File: src/rtl/toggle_div_pkg.sv
// Shared constants and types for the toggle divider bank.
//   CNT_W_DFLT       : default counter / divisor width
//   DEFAULT_DIV_DFLT : default divisor loaded at reset (period = div+1)
//   div_t            : divisor / counter word at the default width
package toggle_div_pkg;

    localparam int unsigned CNT_W_DFLT       = 32;
    localparam int unsigned DEFAULT_DIV_DFLT = 5;

    typedef logic [CNT_W_DFLT-1:0] div_t;

endpackage

File: src/rtl/toggle_div_ch.sv
// One programmable divider channel with a shadowed divisor.
// Ports:
//   clk, rst     : clock, asynchronous active-high reset
//   en           : run enable
//   load_strobe  : accepted config transfer addressed to this channel
//   load_value   : new terminal count
//   count        : current counter value (registered)
//   tick         : one-cycle pulse on the wrap edge (registered)
//   toggle       : flips on every wrap (registered)
//   pending      : a shadowed divisor is waiting for the next wrap
module toggle_div_ch
    import toggle_div_pkg::*;
#(
    parameter int unsigned CNT_W       = CNT_W_DFLT,
    parameter int unsigned DEFAULT_DIV = DEFAULT_DIV_DFLT
) (
    input  logic             clk,
    input  logic             rst,
    input  logic             en,
    input  logic             load_strobe,
    input  logic [CNT_W-1:0] load_value,
    output logic [CNT_W-1:0] count,
    output logic             tick,
    output logic             toggle,
    output logic             pending
);

    logic [CNT_W-1:0] div;
    logic [CNT_W-1:0] div_shadow;
    logic [CNT_W-1:0] count_nxt;
    logic [CNT_W-1:0] div_nxt;
    logic [CNT_W-1:0] shadow_nxt;
    logic             tick_nxt;
    logic             toggle_nxt;
    logic             pending_nxt;
    logic             wrap;

    assign wrap = (count == div);

    // Next-state: counting, wrap handling and shadow-divisor bookkeeping.
    always_comb begin
        count_nxt   = count;
        div_nxt     = div;
        shadow_nxt  = div_shadow;
        tick_nxt    = 1'b0;
        toggle_nxt  = toggle;
        pending_nxt = pending;

        if (!en) begin
            // A stopped channel is at no risk of glitching, so updates land at once.
            if (load_strobe) begin
                div_nxt     = load_value;
                count_nxt   = '0;
                pending_nxt = 1'b0;
            end else if (pending) begin
                div_nxt     = div_shadow;
                count_nxt   = '0;
                pending_nxt = 1'b0;
            end
        end else begin
            if (wrap) begin
                count_nxt  = '0;
                tick_nxt   = 1'b1;
                toggle_nxt = ~toggle;
                // Uses the registered pending, so a load accepted this cycle waits a period.
                if (pending) begin
                    div_nxt     = div_shadow;
                    pending_nxt = 1'b0;
                end
            end else begin
                count_nxt = count + CNT_W'(1);
            end
            // Only reachable with pending low, since cfg_ready gates it.
            if (load_strobe) begin
                shadow_nxt  = load_value;
                pending_nxt = 1'b1;
            end
        end
    end

    // State registers.
    always_ff @(posedge clk or posedge rst) begin
        if (rst) begin
            count      <= '0;
            div        <= CNT_W'(DEFAULT_DIV);
            div_shadow <= CNT_W'(DEFAULT_DIV);
            tick       <= 1'b0;
            toggle     <= 1'b0;
            pending    <= 1'b0;
        end else begin
            count      <= count_nxt;
            div        <= div_nxt;
            div_shadow <= shadow_nxt;
            tick       <= tick_nxt;
            toggle     <= toggle_nxt;
            pending    <= pending_nxt;
        end
    end

endmodule

File: src/rtl/toggle_divider_bank.sv
// Bank of NUM_CH independent programmable toggle dividers with a
// valid/ready configuration port.
// Ports:
//   clk, rst   : clock, asynchronous active-high reset
//   en         : per-channel run enable
//   cfg_valid  : config request
//   cfg_ch     : target channel (out-of-range requests are accepted and dropped)
//   cfg_div    : new terminal count
//   cfg_ready  : config accept (combinational)
//   count      : packed counters, channel i at [i*CNT_W +: CNT_W]
//   tick       : per-channel wrap pulse
//   toggle     : per-channel square output
module toggle_divider_bank
    import toggle_div_pkg::*;
#(
    parameter  int unsigned NUM_CH      = 4,
    parameter  int unsigned CNT_W       = CNT_W_DFLT,
    parameter  int unsigned DEFAULT_DIV = DEFAULT_DIV_DFLT,
    localparam int unsigned CH_W        = (NUM_CH > 1) ? $clog2(NUM_CH) : 1
) (
    input  logic                    clk,
    input  logic                    rst,
    input  logic [NUM_CH-1:0]       en,
    input  logic                    cfg_valid,
    input  logic [CH_W-1:0]         cfg_ch,
    input  logic [CNT_W-1:0]        cfg_div,
    output logic                    cfg_ready,
    output logic [NUM_CH*CNT_W-1:0] count,
    output logic [NUM_CH-1:0]       tick,
    output logic [NUM_CH-1:0]       toggle
);

    logic [NUM_CH-1:0] pending;
    logic [NUM_CH-1:0] load_strobe;
    logic              ch_in_range;

    assign ch_in_range = (32'(cfg_ch) < NUM_CH);

    // A busy channel only stalls while it is running; stopped channels load directly.
    always_comb begin
        cfg_ready = 1'b1;
        if (ch_in_range) begin
            cfg_ready = ~pending[cfg_ch] | ~en[cfg_ch];
        end
    end

    for (genvar i = 0; i < NUM_CH; i++) begin : g_ch
        assign load_strobe[i] = cfg_valid & cfg_ready & ch_in_range & (cfg_ch == CH_W'(i));

        toggle_div_ch #(
            .CNT_W       (CNT_W),
            .DEFAULT_DIV (DEFAULT_DIV)
        ) u_ch (
            .clk         (clk),
            .rst         (rst),
            .en          (en[i]),
            .load_strobe (load_strobe[i]),
            .load_value  (cfg_div),
            .count       (count[i*CNT_W +: CNT_W]),
            .tick        (tick[i]),
            .toggle      (toggle[i]),
            .pending     (pending[i])
        );
    end

endmodule

File: config.mk
export PLATFORM = sky130hd
export DESIGN_NAME = toggle_divider_bank
export DESIGN_NICKNAME = d
export VERILOG_FILES = /design/src/rtl/toggle_div_pkg.sv /design/src/rtl/toggle_div_ch.sv /design/src/rtl/toggle_divider_bank.sv
export SDC_FILE = /design/constraint.sdc
export NUM_CORES = 1
export LEC_CHECK = 0
export CORE_UTILIZATION = 31
export DETAILED_ROUTE_END_ITERATION = 7
export RECOVER_POWER = 25
export SLEW_MARGIN = 20
export SYNTH_ARGS = -nofsm -noshare
export SYNTH_HDL_FRONTEND = slang
export SYNTH_SLANG_ARGS = --single-unit
File: constraint.sdc
create_clock -name clk -period 14.13 [get_ports clk]
set_input_delay 2.1195 -clock clk [delete_from_list [all_inputs] [get_ports clk]]
set_output_delay 2.1195 -clock clk [all_outputs]
set_load 0.01 [all_outputs]
# Yosys cells after proc, flatten, opt, wreduce, memory -nomap -nowiden
# Cells that the tools add are included.
totals:
  in_bits: 41
  elab_cells: 125
  reg_bits: 396
  out_inout_bits: 137
classes:
  addsub: 4
  magnitude_cmp: 1
  reduce_logical: 13
  n_mux: 56
  bitwise: 12
  n_eq_ne: 15
op_table:
  columns: ["operator", "n"]
  rows:
  - ["two-way mux 32 bit", 32]
  - ["adder 32 x 1 -> 32 bit, second input constant", 4]
  - ["== test 32 bit", 4]
  - ["two-way mux 1 bit", 22]
  - ["AND reduction 2 bit", 8]
  - ["!= test 3 x 1 -> 1 bit, second input constant", 4]
  - ["nonzero test 3 bit", 4]
  - ["!= test 2 x 1 -> 1 bit, second input constant", 4]
  - ["inverter 1 bit", 6]
  - ["bitwise AND 1 bit", 5]
  - ["binary-select mux 1 bit (select 2 bit)", 2]
  - ["== test 2 bit, second input constant", 2]
  - ["< comparator 2 x 3 -> 1 bit, second input constant", 1]
  - ["== test 2 x 1 -> 1 bit, second input constant", 1]
  - ["zero test 2 bit", 1]
  - ["bitwise OR 1 bit", 1]

# Depth between registers and ports, before layout
depth:
  depth_word: 8
  mapped_depth: 9
  ltp_nobuf: 7

# Modules after synthesis
# A second synthesis with hierarchy kept.
unflattened:
  hier_cells: 1971
  hier_area_um2: 20706.1
by_module_without_submodules:
  columns: ["module", "seq_area_each_um2", "cells_per_inst", "area_each_um2", "n_inst"]
  rows:
  - ["toggle_div_ch (g_ch[0].u_ch ...)", 2482.4, 509, 5238.8, 3]
  - ["toggle_div_ch (g_ch[3].u_ch)", 2482.4, 435, 4907.2, 1]
  - ["toggle_divider_bank", 0.0, 9, 82.6, 1]

# Worst setup path after synthesis
# Ideal clock, no wire load.
synth_path:
  kind: "input -> output"
  start: "input port en[3]"
  end: "output port cfg_ready"
  required_time_ns: 12.010
  path_slack_ns: 9.200
  cell_stages: 4
  arrival_time_ns: 2.810
  path_cell_list: "clkbuf_1 > nand3_1 > o31a_1 > a21o_1"
synth_between:
  elab_chain_cells: 4
synth_lines:
  columns: ["element", "line", "text"]
  rows:
  - ["start, declared", "toggle_divider_bank.sv:23", "input logic [NUM_CH-1:0] en,"]
  - ["binary-select mux 1 bit (select 2 bit)", "toggle_divider_bank.sv:43", "cfg_ready = ~pending[cfg_ch] | ~en[cfg_ch];"]
  - ["two-way mux 1 bit (not written as such)", "toggle_divider_bank.sv:43", null]
  - ["inverter 1 bit", "toggle_divider_bank.sv:43", null]
  - ["bitwise OR 1 bit", "toggle_divider_bank.sv:43", null]
  - ["end, declared", "toggle_divider_bank.sv:27", "output logic cfg_ready,"]
# No other way between the ends. The select of a mux whose other input is x is not followed.

==> flow_summary.json <==
{
  "h-tree-depth": 2,
  "crit_chain": "dlygate4sd3_1 > clkinvlp_2 > clkbuf_1",
  "grt_pass1_vias": 14800,
  "clock-sinks": 396,
  "fin_hold_ws_ns": 0.459,
  "finalNetCount": 1905,
  "grt_use_total_pct": 18.4,
  "wl_per_cell_um": 21.7,
  "timing.max_cap.violations": 5,
  "synthCells": 1727,
  "fmax_ghz": 0.121,
  "drt_pass1_iterations": 5,
  "synth_edf_count": 0,
  "crit_required_ns": 14.06,
  "hold_violations": 0,
  "pwr-share-clk_pct": 36.3,
  "first_iter_violations": 1051,
  "synth_top_area_cell": "dfrtp_1",
  "area_growth_pct": 19.9,
  "violations": "capacitance limit, slew limit",
  "min_period_ns": 8.29,
  "endpoint_kind": "async pin",
  "clk_latency_ns": 0.58,
  "finClkSkew_ns": 0.0220,
  "fin_setup_tns_ns": 0,
  "post-route-period-util_pct": 58.7,
  "hold_buffers": 0,
  "die_h_um": 255,
  "power_frac_seq_pct": 47.0,
  "synth.area.top_cells": "dfrtp_1, mux2_2, xor2_1",
  "p_leak_nw": 9.52,
  "synthArstFlopShare_pct": 100,
  "hp-class": "register to register",
  "syn_nets": 1772,
  "rows": 92,
  "grt_overflow": 0,
  "die_area_um2": 64900,
  "slowest_stage": "clkinvlp_2",
  "drive_above_1_share_pct": 18.6,
  "ant_nets": 0,
  "num_vias": 14800,
  "route.detailed.drc": 0,
  "p_int_w": 0.00239,
  "clk_pin_slew_ns": 0.06,
  "synth_ff_type": "dfrtp_1",
  "syn-mean-instance-area_um2": 11.5,
  "nFillCells": 6165,
  "maxSlewHeadroom_pct": -251,
  "slew_viol_final": 343,
  "cp_max_fo": 115,
  "synth_area_um2": 19800,
  "synth_seq_cells": 396,
  "powerDensity_nw_per_um2": 139,
  "grt_first_pass_wirelength_mm": 91.7,
  "rsz0062_at_grt": "no",
  "grt_max_degree": 116,
  "gp_congestion": 0.822,
  "arrival_ns": 8.22,
  "max_stage_delay_ns": 2.87,
  "numCtsBuffers": 46,
  "p_comb_share_pct": 16.7,
  "yosys.area.top_type_share_pct": 48.0,
  "start_kind": "primary input",
  "initial_core_util_pct": 31.4,
  "total_power_w": 0.00330,
  "worstMarginPinSlew_ns": 5.23,
  "core_um2": 63100,
  "routed_via_density": 5.39,
  "synthDistinctLibCells": 65,
  "hpwl_mm": 40.1,
  "cts_setup_buffers": 0,
  "die_w_um": 255,
  "cts_tree": "built",
  "synth.yosys.warnings": 0,
  "io_pins": 178,
  "setup_violations": 0,
  "multiInputGateArea_um2": 9190,
  "synth-seq-area-share_pct": 50.1,
  "ir_drop_v": 0.0000858,
  "synth_common_cells": "dfrtp_1, xor2_1, mux2_2, o22ai_1, nand2_1",
  "antenna_found_initial": 3,
  "port-buffer-count": 177,
  "p_sw_share_pct": 27.8,
  "ctsLongestPathBuffers": 3,
  "clock-root-buffer": "clkbuf_16",
  "wl_mm": 59.5,
  "seq_area_um2": 9930,
  "cts_resized": 0,
  "switchingPower_w": 0.000918,
  "utilization_pct": 37.6,
  "critical_path_class": "primary input to async pin",
  "status": "finished, violations left",
  "yosysMostFrequentCell": "dfrtp_1"
}
-- sequential cells by signal (all words and copies together) (netlist names) --
register and count:
g_ch.u_ch.pending 4, g_ch.u_ch.div_shadow 128, g_ch.u_ch.tick 4, g_ch.u_ch.toggle 4
g_ch.u_ch.div 128, g_ch.u_ch.count 128
-- area by class of cell --
cell class | count | area share [%]
multi-input combinational | 1188 | 38.7
inverter | 27 | 0.432
antenna | 1 | 0.0105
timing repair buffer | 201 | 8.14
sequential | 396 | 41.8
clock buffer | 72 | 5.81
tap | 846 | 4.46
clock inverter | 12 | 0.580
-- per-stage QoR --
| stage | setup WS [ns] | cell area [um^2] | instances |
|---|---|---|---|
| global route | 4.52 | 23700 | 2742 |
| detailed placement | 7.80 | 22300 | 2658 |
| floorplan | 1.03 | 19800 | 1727 |
| CTS | 7.80 | 23800 | 2742 |
| global placement | 7.79 | 22200 | 2658 |
| finish | 5.84 | 23700 | 2743 |
-- final timing paths --
check	startpoint	end	slack, ns	cells after the start
worst min-delay path	g_ch[3].u_ch.toggle$_DFFE_PP0P_	g_ch[3].u_ch.toggle$_DFFE_PP0P_	0.46	1
min in group asynchronous	rst	g_ch[1].u_ch.count[13]$_DFFE_PP0P_	3.61	2
worst max register to register	g_ch[0].u_ch.count[28]$_DFFE_PP0P_	g_ch[0].u_ch.div[30]$_DFFE_PP0P_	8.47	8
max in group clk	en[0]	cfg_ready	7.42	7
worst min register to register	g_ch[3].u_ch.toggle$_DFFE_PP0P_	g_ch[3].u_ch.toggle$_DFFE_PP0P_	0.46	1
worst max-delay path	rst	g_ch[2].u_ch.tick$_DFF_PP0_	5.84	3
-- placed cells by master (no fill, tap or decap), types with 27 or more instances in the layout --
cell type	Yosys	routed
o22ai_1	130	130
mux2_2	130	130
nand3_1	54	54
nor2_1	84	84
a2bb2oi_2	90	90
xor2_1	157	157
clkdlybuf4s50_1	0	163
nand4_1	33	33
clkbuf_16	0	47
o21ai_0	39	40
nand2_1	121	118
dfrtp_1	380	380
nor3_1	28	27
a2bb2oi_1	34	34
nor4_1	36	36
-- worst max-delay path: cells and delay by family --
family,cells,cell delay [ns]
buffers and inverters,3,5.95
-- power by group through the flow --
stage	Sequential, W	Combinational [W]	Clock, W
6_report	0.00155	0.000551	0.00120
4_1_cts	0.00155	0.000558	0.00123
2_1_floorplan	0.00151	0.000420	0
3_5_place_dp	0.00157	0.000555	0
3_3_place_gp	0.00156	0.000538	0
5_1_grt	0.00158	0.000599	0.00128
-- metal layers --
layer	global-route usage, %	up-vias	routed length (um)
met5	0	-	40
met4	5.56	6	1590
met3	2.90	97	2660
met2	28.5	365	27200
met1	26.2	7599	28000
li1	-	6716	-
-- cell families after synthesis --
logic type	share of synthesized area [%]
flops	50.1
fa+ha+maj	0.253
compound gates	18.0
mux	7.65
buf+inv	3.64
simple gates	12.8
xor+xnor	7.52
No activity file was read; power rests on OpenSTA's default activity.
